**src/rtl/mem_access_unit_pkg.sv**
```systemverilog
// Shared definitions for the memory access unit: access codes, bus size codes,
// FSM state encoding and small decode helpers.
package mem_access_unit_pkg;

  typedef enum logic [2:0] {
    MEMOP_LW  = 3'd0,
    MEMOP_LH  = 3'd1,
    MEMOP_LHU = 3'd2,
    MEMOP_LB  = 3'd3,
    MEMOP_LBU = 3'd4,
    MEMOP_SW  = 3'd5,
    MEMOP_SH  = 3'd6,
    MEMOP_SB  = 3'd7
  } memop_e;

  typedef enum logic [1:0] {
    SIZE_BYTE = 2'd0,
    SIZE_HALF = 2'd1,
    SIZE_WORD = 2'd2
  } dsize_e;

  typedef enum logic [1:0] {
    ST_IDLE = 2'd0,
    ST_REQ  = 2'd1,
    ST_WAIT = 2'd2,
    ST_DONE = 2'd3
  } state_e;

  function automatic logic isStore(input memop_e op);
    return (op == MEMOP_SW) || (op == MEMOP_SH) || (op == MEMOP_SB);
  endfunction

  function automatic dsize_e accessSize(input memop_e op);
    case (op)
      MEMOP_LW, MEMOP_SW:             return SIZE_WORD;
      MEMOP_LH, MEMOP_LHU, MEMOP_SH:  return SIZE_HALF;
      default:                        return SIZE_BYTE;
    endcase
  endfunction

  function automatic logic isMisaligned(input memop_e op, input logic [1:0] addrLow);
    case (accessSize(op))
      SIZE_WORD: return addrLow != 2'b00;
      SIZE_HALF: return addrLow[0];
      default:   return 1'b0;
    endcase
  endfunction

endpackage

```
**src/rtl/mem_access_unit_if.sv**
```systemverilog
// Data-side SRAM-like bus between the memory access unit (master) and memory (slave).
interface mem_access_unit_if;
  logic        data_req;
  logic        data_wr;
  logic [1:0]  data_size;
  logic [31:0] data_addr;
  logic [31:0] data_wdata;
  logic        data_addr_ok;
  logic        data_data_ok;
  logic [31:0] data_rdata;

  modport master (
    output data_req, data_wr, data_size, data_addr, data_wdata,
    input  data_addr_ok, data_data_ok, data_rdata
  );

  modport slave (
    input  data_req, data_wr, data_size, data_addr, data_wdata,
    output data_addr_ok, data_data_ok, data_rdata
  );
endinterface

```
**src/rtl/mem_access_unit_load_extend.sv**
```systemverilog
// Load lane selection and sign/zero extension of a raw 32-bit bus word.
module load_extend
  import mem_access_unit_pkg::*;
(
  input  logic [2:0]  memop,
  input  logic [1:0]  addrLow,
  input  logic [31:0] rawData,
  output logic [31:0] loadData
);

  memop_e             op;
  logic signed [7:0]  byteSel;
  logic signed [15:0] halfSel;
  logic signed [31:0] byteSext;
  logic signed [31:0] halfSext;

  assign op = memop_e'(memop);

  always_comb begin
    byteSel = rawData[7:0];
    case (addrLow)
      2'd0:    byteSel = rawData[7:0];
      2'd1:    byteSel = rawData[15:8];
      2'd2:    byteSel = rawData[23:16];
      default: byteSel = rawData[31:24];
    endcase
  end

  assign halfSel  = addrLow[1] ? rawData[31:16] : rawData[15:0];
  // Signed-to-signed assignment widens with sign replication.
  assign byteSext = byteSel;
  assign halfSext = halfSel;

  always_comb begin
    loadData = rawData;
    case (op)
      MEMOP_LB:  loadData = byteSext;
      MEMOP_LBU: loadData = {24'd0, byteSel};
      MEMOP_LH:  loadData = halfSext;
      MEMOP_LHU: loadData = {16'd0, halfSel};
      default:   loadData = rawData;
    endcase
  end

endmodule

```
**src/rtl/mem_access_unit.sv**
```systemverilog
// Memory-stage access unit: drives the data bus handshake, stalls the pipeline
// while an access is outstanding and returns extended load data in DONE.
module mem_access_unit
  import mem_access_unit_pkg::*;
(
  input  logic                      clk,
  input  logic                      rst,
  input  logic                      memenM,
  input  logic [2:0]                memopM,
  input  logic [31:0]               aluoutM,
  input  logic [31:0]               writedataM,
  output logic [31:0]               readdataM,
  output logic                      stallM,
  output logic                      adelM,
  output logic                      adesM,
  mem_access_unit_if.master         bus
);

  memop_e      op;
  logic        storeOp;
  logic        misaligned;
  logic        accessGo;
  logic        capture;
  logic [31:0] loadData;
  state_e      state;
  state_e      stateNext;
  logic [31:0] capData_p1;

  assign op         = memop_e'(memopM);
  assign storeOp    = isStore(op);
  assign misaligned = isMisaligned(op, aluoutM[1:0]);
  // Reset masks the request so nothing leaks onto the bus while rst is high.
  assign accessGo   = memenM & ~misaligned & ~rst;

  assign adelM = memenM & misaligned & ~storeOp;
  assign adesM = memenM & misaligned &  storeOp;

  assign bus.data_addr = aluoutM;
  assign bus.data_wr   = storeOp;
  assign bus.data_size = accessSize(op);

  always_comb begin
    bus.data_wdata = writedataM;
    case (op)
      MEMOP_SB: bus.data_wdata = {4{writedataM[7:0]}};
      MEMOP_SH: bus.data_wdata = {2{writedataM[15:0]}};
      default:  bus.data_wdata = writedataM;
    endcase
  end

  always_comb begin
    capture = 1'b0;
    case (state)
      ST_IDLE, ST_REQ: capture = accessGo & bus.data_addr_ok & bus.data_data_ok;
      ST_WAIT:         capture = bus.data_data_ok;
      default:         capture = 1'b0;
    endcase
  end

  // ---- state / capture register stage ----
  always_ff @(posedge clk or posedge rst) begin
    if (rst) begin
      state      <= ST_IDLE;
      capData_p1 <= 32'd0;
    end else begin
      state <= stateNext;
      if (capture) capData_p1 <= bus.data_rdata;
    end
  end

  always_comb begin
    stateNext = state;
    case (state)
      ST_IDLE, ST_REQ: begin
        if (!accessGo)                                 stateNext = ST_IDLE;
        else if (bus.data_addr_ok && bus.data_data_ok) stateNext = ST_DONE;
        else if (bus.data_addr_ok)                     stateNext = ST_WAIT;
        else                                           stateNext = ST_REQ;
      end
      ST_WAIT: if (bus.data_data_ok) stateNext = ST_DONE;
      default: stateNext = ST_IDLE;
    endcase
  end

  load_extend u_load_extend (
    .memop    (memopM),
    .addrLow  (aluoutM[1:0]),
    .rawData  (capData_p1),
    .loadData (loadData)
  );

  always_comb begin
    bus.data_req = 1'b0;
    stallM       = 1'b0;
    readdataM    = 32'd0;
    case (state)
      ST_IDLE, ST_REQ: begin
        bus.data_req = accessGo;
        stallM       = accessGo;
      end
      ST_WAIT: stallM = accessGo;
      ST_DONE: readdataM = storeOp ? 32'd0 : loadData;
      default: ;
    endcase
  end

endmodule

```
**src/flat_wrapper.sv**
```systemverilog
// flat-port wrapper written by rule: the top's interface ports become plain ports
module mem_access_unit_flat import mem_access_unit_pkg::*;
  (clk, rst, memenM, memopM, aluoutM, writedataM, readdataM, stallM, adelM, adesM, bus_data_req, bus_data_wr, bus_data_size, bus_data_addr, bus_data_wdata, bus_data_addr_ok, bus_data_data_ok, bus_data_rdata);
  mem_access_unit_if bus_i ();
  input  logic clk;
  input  logic rst;
  input  logic memenM;
  input  logic [2:0] memopM;
  input  logic [31:0] aluoutM;
  input  logic [31:0] writedataM;
  output logic [31:0] readdataM;
  output logic stallM;
  output logic adelM;
  output logic adesM;
  output wire logic [$bits(bus_i.data_req)-1:0] bus_data_req;
  output wire logic [$bits(bus_i.data_wr)-1:0] bus_data_wr;
  output wire logic [$bits(bus_i.data_size)-1:0] bus_data_size;
  output wire logic [$bits(bus_i.data_addr)-1:0] bus_data_addr;
  output wire logic [$bits(bus_i.data_wdata)-1:0] bus_data_wdata;
  input wire logic [$bits(bus_i.data_addr_ok)-1:0] bus_data_addr_ok;
  input wire logic [$bits(bus_i.data_data_ok)-1:0] bus_data_data_ok;
  input wire logic [$bits(bus_i.data_rdata)-1:0] bus_data_rdata;
  assign bus_data_req = bus_i.data_req;
  assign bus_data_wr = bus_i.data_wr;
  assign bus_data_size = bus_i.data_size;
  assign bus_data_addr = bus_i.data_addr;
  assign bus_data_wdata = bus_i.data_wdata;
  assign bus_i.data_addr_ok = bus_data_addr_ok;
  assign bus_i.data_data_ok = bus_data_data_ok;
  assign bus_i.data_rdata = bus_data_rdata;
  mem_access_unit u_core (.clk(clk), .rst(rst), .memenM(memenM), .memopM(memopM), .aluoutM(aluoutM), .writedataM(writedataM), .readdataM(readdataM), .stallM(stallM), .adelM(adelM), .adesM(adesM), .bus(bus_i));
endmodule
```
**config.mk**
```make
export PLATFORM = sky130hd
export DESIGN_NAME = mem_access_unit_flat
export DESIGN_NICKNAME = d
export VERILOG_FILES = /design/src/rtl/mem_access_unit_pkg.sv /design/src/rtl/mem_access_unit_if.sv /design/src/rtl/mem_access_unit_load_extend.sv /design/src/rtl/mem_access_unit.sv /design/src/flat_wrapper.sv
export SDC_FILE = /design/constraint.sdc
export NUM_CORES = 1
export LEC_CHECK = 0
export BUFFER_PORTS_ARGS = -buffer_cell sky130_fd_sc_hd__buf_2
export CAP_MARGIN = 20
export CORE_MARGIN = 3
export CORE_UTILIZATION = 35
export DETAILED_ROUTE_END_ITERATION = 6
export GPL_TIMING_DRIVEN = 0
export PLACE_DENSITY = 0.64
export SLEW_MARGIN = 20
export SYNTH_ARGS = -nofsm -noshare
export SYNTH_HDL_FRONTEND = slang
export SYNTH_SLANG_ARGS = --single-unit
export TNS_END_PERCENT = 10
```
**constraint.sdc**
```tcl
create_clock -name clk -period 3.3 [get_ports clk]
set_input_delay 0 -clock clk [delete_from_list [all_inputs] [get_ports clk]]
set_output_delay 0 -clock clk [all_outputs]
set_load 0.03 [all_outputs]
```
* Word-level counts from Yosys, hierarchy flattened
Cells that the tools add are included.
** Storage, ports and cells
- Register bits :: 34
- Input port bits :: 104
** Cells by class
- Eq/ne operators :: 15
- Mux-type cells :: 16
- Bitwise gates (word level) :: 10
- Reduce and logical (&&, ||, !) cells :: 11
** Operator list (count)
- $pmux W32 S4 :: 1
- $mux W32 :: 2
- $pmux W32 S2 :: 1
- $pmux W8 S3 :: 1
- $mux W16 :: 1
- $eq A3 B3 Y1 const B :: 4
- $eq A2 B2 Y1 const B :: 4
- $mux W2 :: 4
- $pmux W2 S2 :: 2
- $and A1 B1 Y1 :: 7
- $eq A2 B1 Y1 const B :: 3
- $eq A3 B2 Y1 const B :: 2
- $reduce_or A3 Y1 :: 2
- $logic_not A2 Y1 :: 2
- $pmux W1 S2 :: 2
- $reduce_or A2 Y1 :: 2
- $eq A3 B1 Y1 const B :: 1
- $logic_not A3 Y1 :: 1
- $not A1 Y1 :: 3
- $logic_or A1 B1 Y1 :: 2
- $mux W1 :: 2
- $ne A2 B2 Y1 const B :: 1
- $reduce_bool A2 Y1 :: 1
- $logic_and A1 B1 Y1 :: 1

* Longest topological paths before layout
- Depth in word-level cells :: 11
- Gate-level depth with buffers :: 12
- Mapped depth without buffers :: 9

* By module
Synthesis repeated with hierarchy kept, for this count alone.
** Unflattened totals
- Cell total of the unflattened synthesis :: 401
- Area, all modules :: 3749.8 µm²
** Modules (own cells, without submodules)
- mem_access_unit :: times used 1, cells each 221, area each 2438.6 µm²
- load_extend :: times used 1, cells each 180, area each 1311.3 µm²

* Least setup slack after synthesis
OpenSTA, ideal clock, no wires.
- Path kind :: input -> register
- Start :: in memopM[0]
- End :: reg u_core.state[1]
- Arrival time :: 2.294 ns
- Required time :: 3.230 ns
- Setup slack :: 0.936 ns
- Cell stages on the path :: 9
- Path buffers :: 2
- Cell sequence :: clkbuf_1 -> buf_2 -> mux2_2 -> inv_1 -> ha_1 -> nand2_1 -> a21oi_1 -> nor3_1 -> a22o_1
** On the way
- Longest elaborated chain between the ends :: 10
- Elaborated cells between the ends (all ways) :: 16
- Classes of those cells :: 6 x eq/ne; 4 x mux; 3 x bitwise; 3 x reduce/logical
** Ends and longest elaborated chain
- from (decl) :: RTL line flat_wrapper.sv:8 : input logic [2:0] memopM;
- $eq A3 B1 Y1, or another cell as far along
- $reduce_or A3 Y1 / $reduce_or A2 Y1 (equally long branches)
- $pmux W2 S2 *
- via bus_data_size[0] :: RTL line flat_wrapper.sv:17 : output wire logic [$bits(bus_i.data_size)-1:0] bus_data_size;
- $eq A2 B1 Y1 / $eq A2 B2 Y1 (equally long branches) :: RTL line mem_access_unit_pkg.sv:42 : case (accessSize(op))
- $pmux W1 S2 * :: RTL line mem_access_unit_pkg.sv:42
- $not A1 Y1 * :: RTL line mem_access_unit.sv:33 : assign accessGo = memenM & ~misaligned & ~rst;
- $and A1 B1 Y1 * (2 in a row) :: RTL line mem_access_unit.sv:33
- $mux W2 * :: RTL line mem_access_unit.sv:75 : if (!accessGo) stateNext = ST_IDLE;
- $pmux W2 S2 * :: RTL line mem_access_unit.sv:73 : case (state)
- to (signal assigned) :: RTL line mem_access_unit.sv:66 : state <= stateNext;
- to (decl) :: RTL line mem_access_unit.sv:25 : state_e state;
Mark *: on every way through the listed nets, which the timed path passes. The rest lies on a longest branch.
A chain may end at the register's enable or synchronous reset.

* Worst setup path in the final report
- Start :: in memopM[0]
- End :: reg u_core.capData_p1[21]
** On the way
- Longest elaborated chain between the ends :: 11
- Elaborated cells between the ends (all ways) :: 17
- Classes of those cells :: 6 x eq/ne; 3 x mux; 5 x bitwise; 3 x reduce/logical
** Ends and longest elaborated chain
- $eq A3 B1 Y1, or another cell as far along :: RTL line mem_access_unit_pkg.sv:34 : case (op)
- $reduce_or A3 Y1 / $reduce_or A2 Y1 (equally long branches) :: RTL line mem_access_unit_pkg.sv:34
- $pmux W2 S2 * :: RTL line mem_access_unit_pkg.sv:34
- $eq A2 B1 Y1 / $eq A2 B2 Y1 (equally long branches) :: RTL line mem_access_unit_pkg.sv:42
- $pmux W1 S2 * :: RTL line mem_access_unit_pkg.sv:42
- $not A1 Y1 * :: RTL line mem_access_unit.sv:33
- $and A1 B1 Y1 * (2 in a row) :: RTL line mem_access_unit.sv:33
- $and A1 B1 Y1 * (2 in a row) :: RTL line mem_access_unit.sv:54 : ST_IDLE, ST_REQ: capture = accessGo & bus.data_addr_ok & bus.data_data_ok;
- $pmux W1 S2 * :: RTL line mem_access_unit.sv:53 : case (state)
- to (signal assigned) :: RTL line mem_access_unit.sv:67 : if (capture) capData_p1 <= bus.data_rdata;
- to (decl) :: RTL line mem_access_unit.sv:27 : logic [31:0] capData_p1;
Mark *: on every way between the ends. The rest lies on a longest branch, timed or not.

==> impl_metrics.py <==
metrics = {
    "run_status": {
        "outcome": "complete, no violations",
    },
    "power_and_ir_drop": {
        "p_seq_share_pct": 37.7,
        "switching_share_pct": 40.2,
        "power.internal_uw": 1390,
        "ir_drop_mv": 0.383,
        "p_sw_uw": 937,
        "p_comb_share_pct": 48.6,
        "p_clk_share_pct": 13.6,
        "p_leak_uw": 0.00241,
        "powerDensity_nw_per_um2": 501,
    },
    "finish": {
        "fin_cells": 679,
        "mostFrequentLayoutCell": "buf_2",
        "area_delta_synth_final_pct": 44.8,
        "drive_gt1_share_pct": 50.4,
        "fill_cells": 879,
        "layout_common_cells": "buf_2, mux2_2, buf_4",
        "num-nets-final": 676,
    },
    "sta": {
        "slew_headroom_pct": 50.5,
        "setup_viol": 0,
        "rsz0062_at_grt": "false",
        "max_freq_mhz": 447,
        "fin_skew_ns": 0.00549,
        "finalCriticalPeriod_ns": 2.24,
        "slew_violations": 0,
        "timing.setup.tns_ns": 0,
        "worst_slew_pin_slew_ns": 0.738,
        "finalHoldViolCount": 0,
        "finalCritPeriodShare_pct": 67.9,
    },
    "worst_setup_path": {
        "crit_fanout": 10,
        "end_kind": "flip-flop",
        "critical_path_class": "input pin to flip-flop",
        "worst_path_max_delay_cell": "buf_2",
        "crit_required_ns": 3.47,
        "r2r_setup_slack_ns": 1.60,
        "critPathBufInv": 5,
        "crit_arrival_ns": 2.41,
        "max_stage_delay_ns": 0.36,
        "critical-path-top-delay-family": "buffers and inverters",
        "r2r-end": "u_core.capData_p1[18]",
        "path_cells": "buf_2 > clkbuf_1 > buf_2 > mux2_2 > ha_1 > a21oi_1 > o21ba_1 > buf_6 > buf_6 > mux2_2",
        "worstReg2RegStart": "u_core.state[1]",
        "start_kind": "input pin",
        "reg2reg_depth": 5,
    },
    "synthesis": {
        "synth_area_um2": 3220,
        "syn_avg_cell_area_um2": 9.08,
        "synth_cells": 354,
        "yosys.area.top_type": "dfrtp_1",
        "synthDominantCellAreaShare_pct": 26.5,
        "ys_seq_elements": 34,
        "yosysWarningCount": 0,
        "synth_cell_type_count": 41,
        "synth-edff-count": 0,
        "syn-num-nets": 461,
        "ys_seq_area_share_pct": 26.5,
        "synth_flop_cell": "dfrtp_1",
        "ys_top_cells_by_area": "dfrtp_1, mux2_2, buf_4, mux4_1, nor2_1",
        "ys_async_sr_fraction_pct": 100,
    },
    "floorplan": {
        "row_count": 34,
        "io_pins": 207,
        "dieArea_um2": 10400,
        "coreArea_um2": 8810,
        "dieHeight_um": 102,
        "initial_core_util_pct": 36.5,
        "die_x_um": 102,
    },
    "route": {
        "first_iter_violations": 177,
        "wl_per_cell_um": 16.5,
        "routed_wl_um": 11200,
        "viasPerCell": 5.01,
        "vias": 3404,
        "drc": 0,
        "first_pass_iters": 4,
        "ant_nets": 0,
    },
    "min_path": {
        "hold_end": "u_core.state[0]",
        "hp-class": "input pin to flip-flop",
        "hold-path-cell-count": 3,
        "hold_start": "bus_data_data_ok",
    },
    "clocking": {
        "numCtsBuffers": 5,
        "cts_tree": "built",
        "h-tree-depth": 2,
        "ctsResizeCount": 0,
        "clock_latency_ns": 0.29,
        "cts-root-buf": "clkbuf_8",
        "cts_buffer_depth": 2,
        "clkTransAtPathRegs_ns": 0.07,
        "ctsHoldBuffers": 34,
        "cts.sinks": 34,
        "postCtsSetupBuffers": 0,
    },
    "global_route": {
        "grt_max_degree": 35,
        "grt_pass1_wl_um": 16600,
        "grt_pass1_vias": 3358,
        "grt-ovfl-total": 0,
        "grt_antenna_before_repair": 0,
        "grtUsageTotal_pct": 20.4,
    },
    "place": {
        "place_inst": 636,
        "io_buffers": 174,
        "routabilityCongestion": 0.847,
        "place_hpwl_um": 8940,
    },
    "run": {
        "maxCapViolCount": 0,
    },
}
layer usage:
metal | part of all wire [%] | global-route usage [%] | routed length (um) | up-vias
met5 | 0 | 0 | 0 | -
met4 | 1.9 | 5.65 | 217 | 0
met3 | 8.0 | 4.10 | 890 | 16
met2 | 54 | 39.8 | 5990 | 149
met1 | 36 | 22.2 | 4080 | 1598
li1 | - | - | - | 1641
area by class of cell:
class	instances	area, um^2	share of cell area (%)
clock buffer	7	86.3	1.85
tap	108	135	2.90
antenna	1	2.50	0.0537
multi-input combinational	252	1890	40.6
buffer	62	450	9.67
inverter	6	22.5	0.484
sequential	34	851	18.3
timing repair buffer	208	1210	26.0
clock inverter	1	5.00	0.107
synthesized netlist by cell type, types with 2 or more instances:
library cell and count:
nor3_1 2, o221a_2 3, mux2_1 3, a32o_1 5, nand3_1 5, buf_2 4, o21ai_0 20, nand2b_1 4
buf_6 5, nand2_1 38, mux2_2 46, o22ai_1 3, inv_1 6, a21o_1 11, a21oi_1 8, clkbuf_1 9
dfrtp_1 34, nor2b_1 15, nor2_1 40, buf_4 42, a31oi_1 8, maj3_1 8, mux4_1 7, ha_1 3
mux2i_1 9
metrics by stage:
stage	power, uW	util (%)	setup slack (ns)	hold WS, ns	instance area [um^2]
after global routing	2480	52.8	0.896	0.0785	4650
after floorplan	1650	-	0.936	0.128	3220
after detailed placement	2000	47.9	0.765	0.180	4220
after global placement	1960	47.9	0.786	0.221	4220
after CTS	2350	52.8	1.05	0.0529	4650
final	2330	52.9	1.06	0.0597	4660
registers in the layout, summed over array words and instances, names as in the netlist:
signal / flops
u_core.state: 2
u_core.capData_p1: 32
kinds of logic (layout without fill, tap and decap cells):
| group | Yosys count | count (layout) | synth area share (%) |
|---|---|---|---|
| XOR/XNOR | 1 | 1 | 0.272 |
| AO/OA/AOI/OAI | 64 | 64 | 13.2 |
| adder cells (fa/ha/maj) | 11 | 11 | 3.66 |
| AND/OR/NAND/NOR | 110 | 110 | 15.3 |
| buffers and inverters | 68 | 284 | 14.7 |
| other | 0 | 1 | 0 |
| flip-flops | 34 | 34 | 26.5 |
| multiplexers | 66 | 66 | 26.4 |
tightest hold or removal path, delay by kind of cell:
family	cells	cell delay [ns]
AOI/OAI and AO/OA	1	0.11
and+or+nand+nor	1	0.11
buffers and inverters	1	0.10
power groups by stage:
stage / logic [uW] / registers (uW) / clock network (uW)
4_1_cts: 1140 / 879 / 328
3_5_place_dp: 1110 / 888 / 0
5_1_grt: 1230 / 910 / 340
2_1_floorplan: 879 / 774 / 0
6_report: 1130 / 880 / 318
3_3_place_gp: 1080 / 878 / 0
how the worst max path moves through the flow:
stage          startpoint                    end  slack (ns)  cells after the start
6_report        memopM[0]  u_core.capData_p1[21]        1.06                     10
3_3_place_gp    memopM[0]  u_core.capData_p1[27]        0.79                     10
5_1_grt         memopM[0]  u_core.capData_p1[21]        0.90                     10
3_5_place_dp    memopM[0]  u_core.capData_p1[16]        0.76                     10
2_1_floorplan   memopM[0]        u_core.state[1]        0.94                      9
4_1_cts         memopM[0]  u_core.capData_p1[16]        1.05                     10
Note: power is estimated with default switching activity, not from simulation.
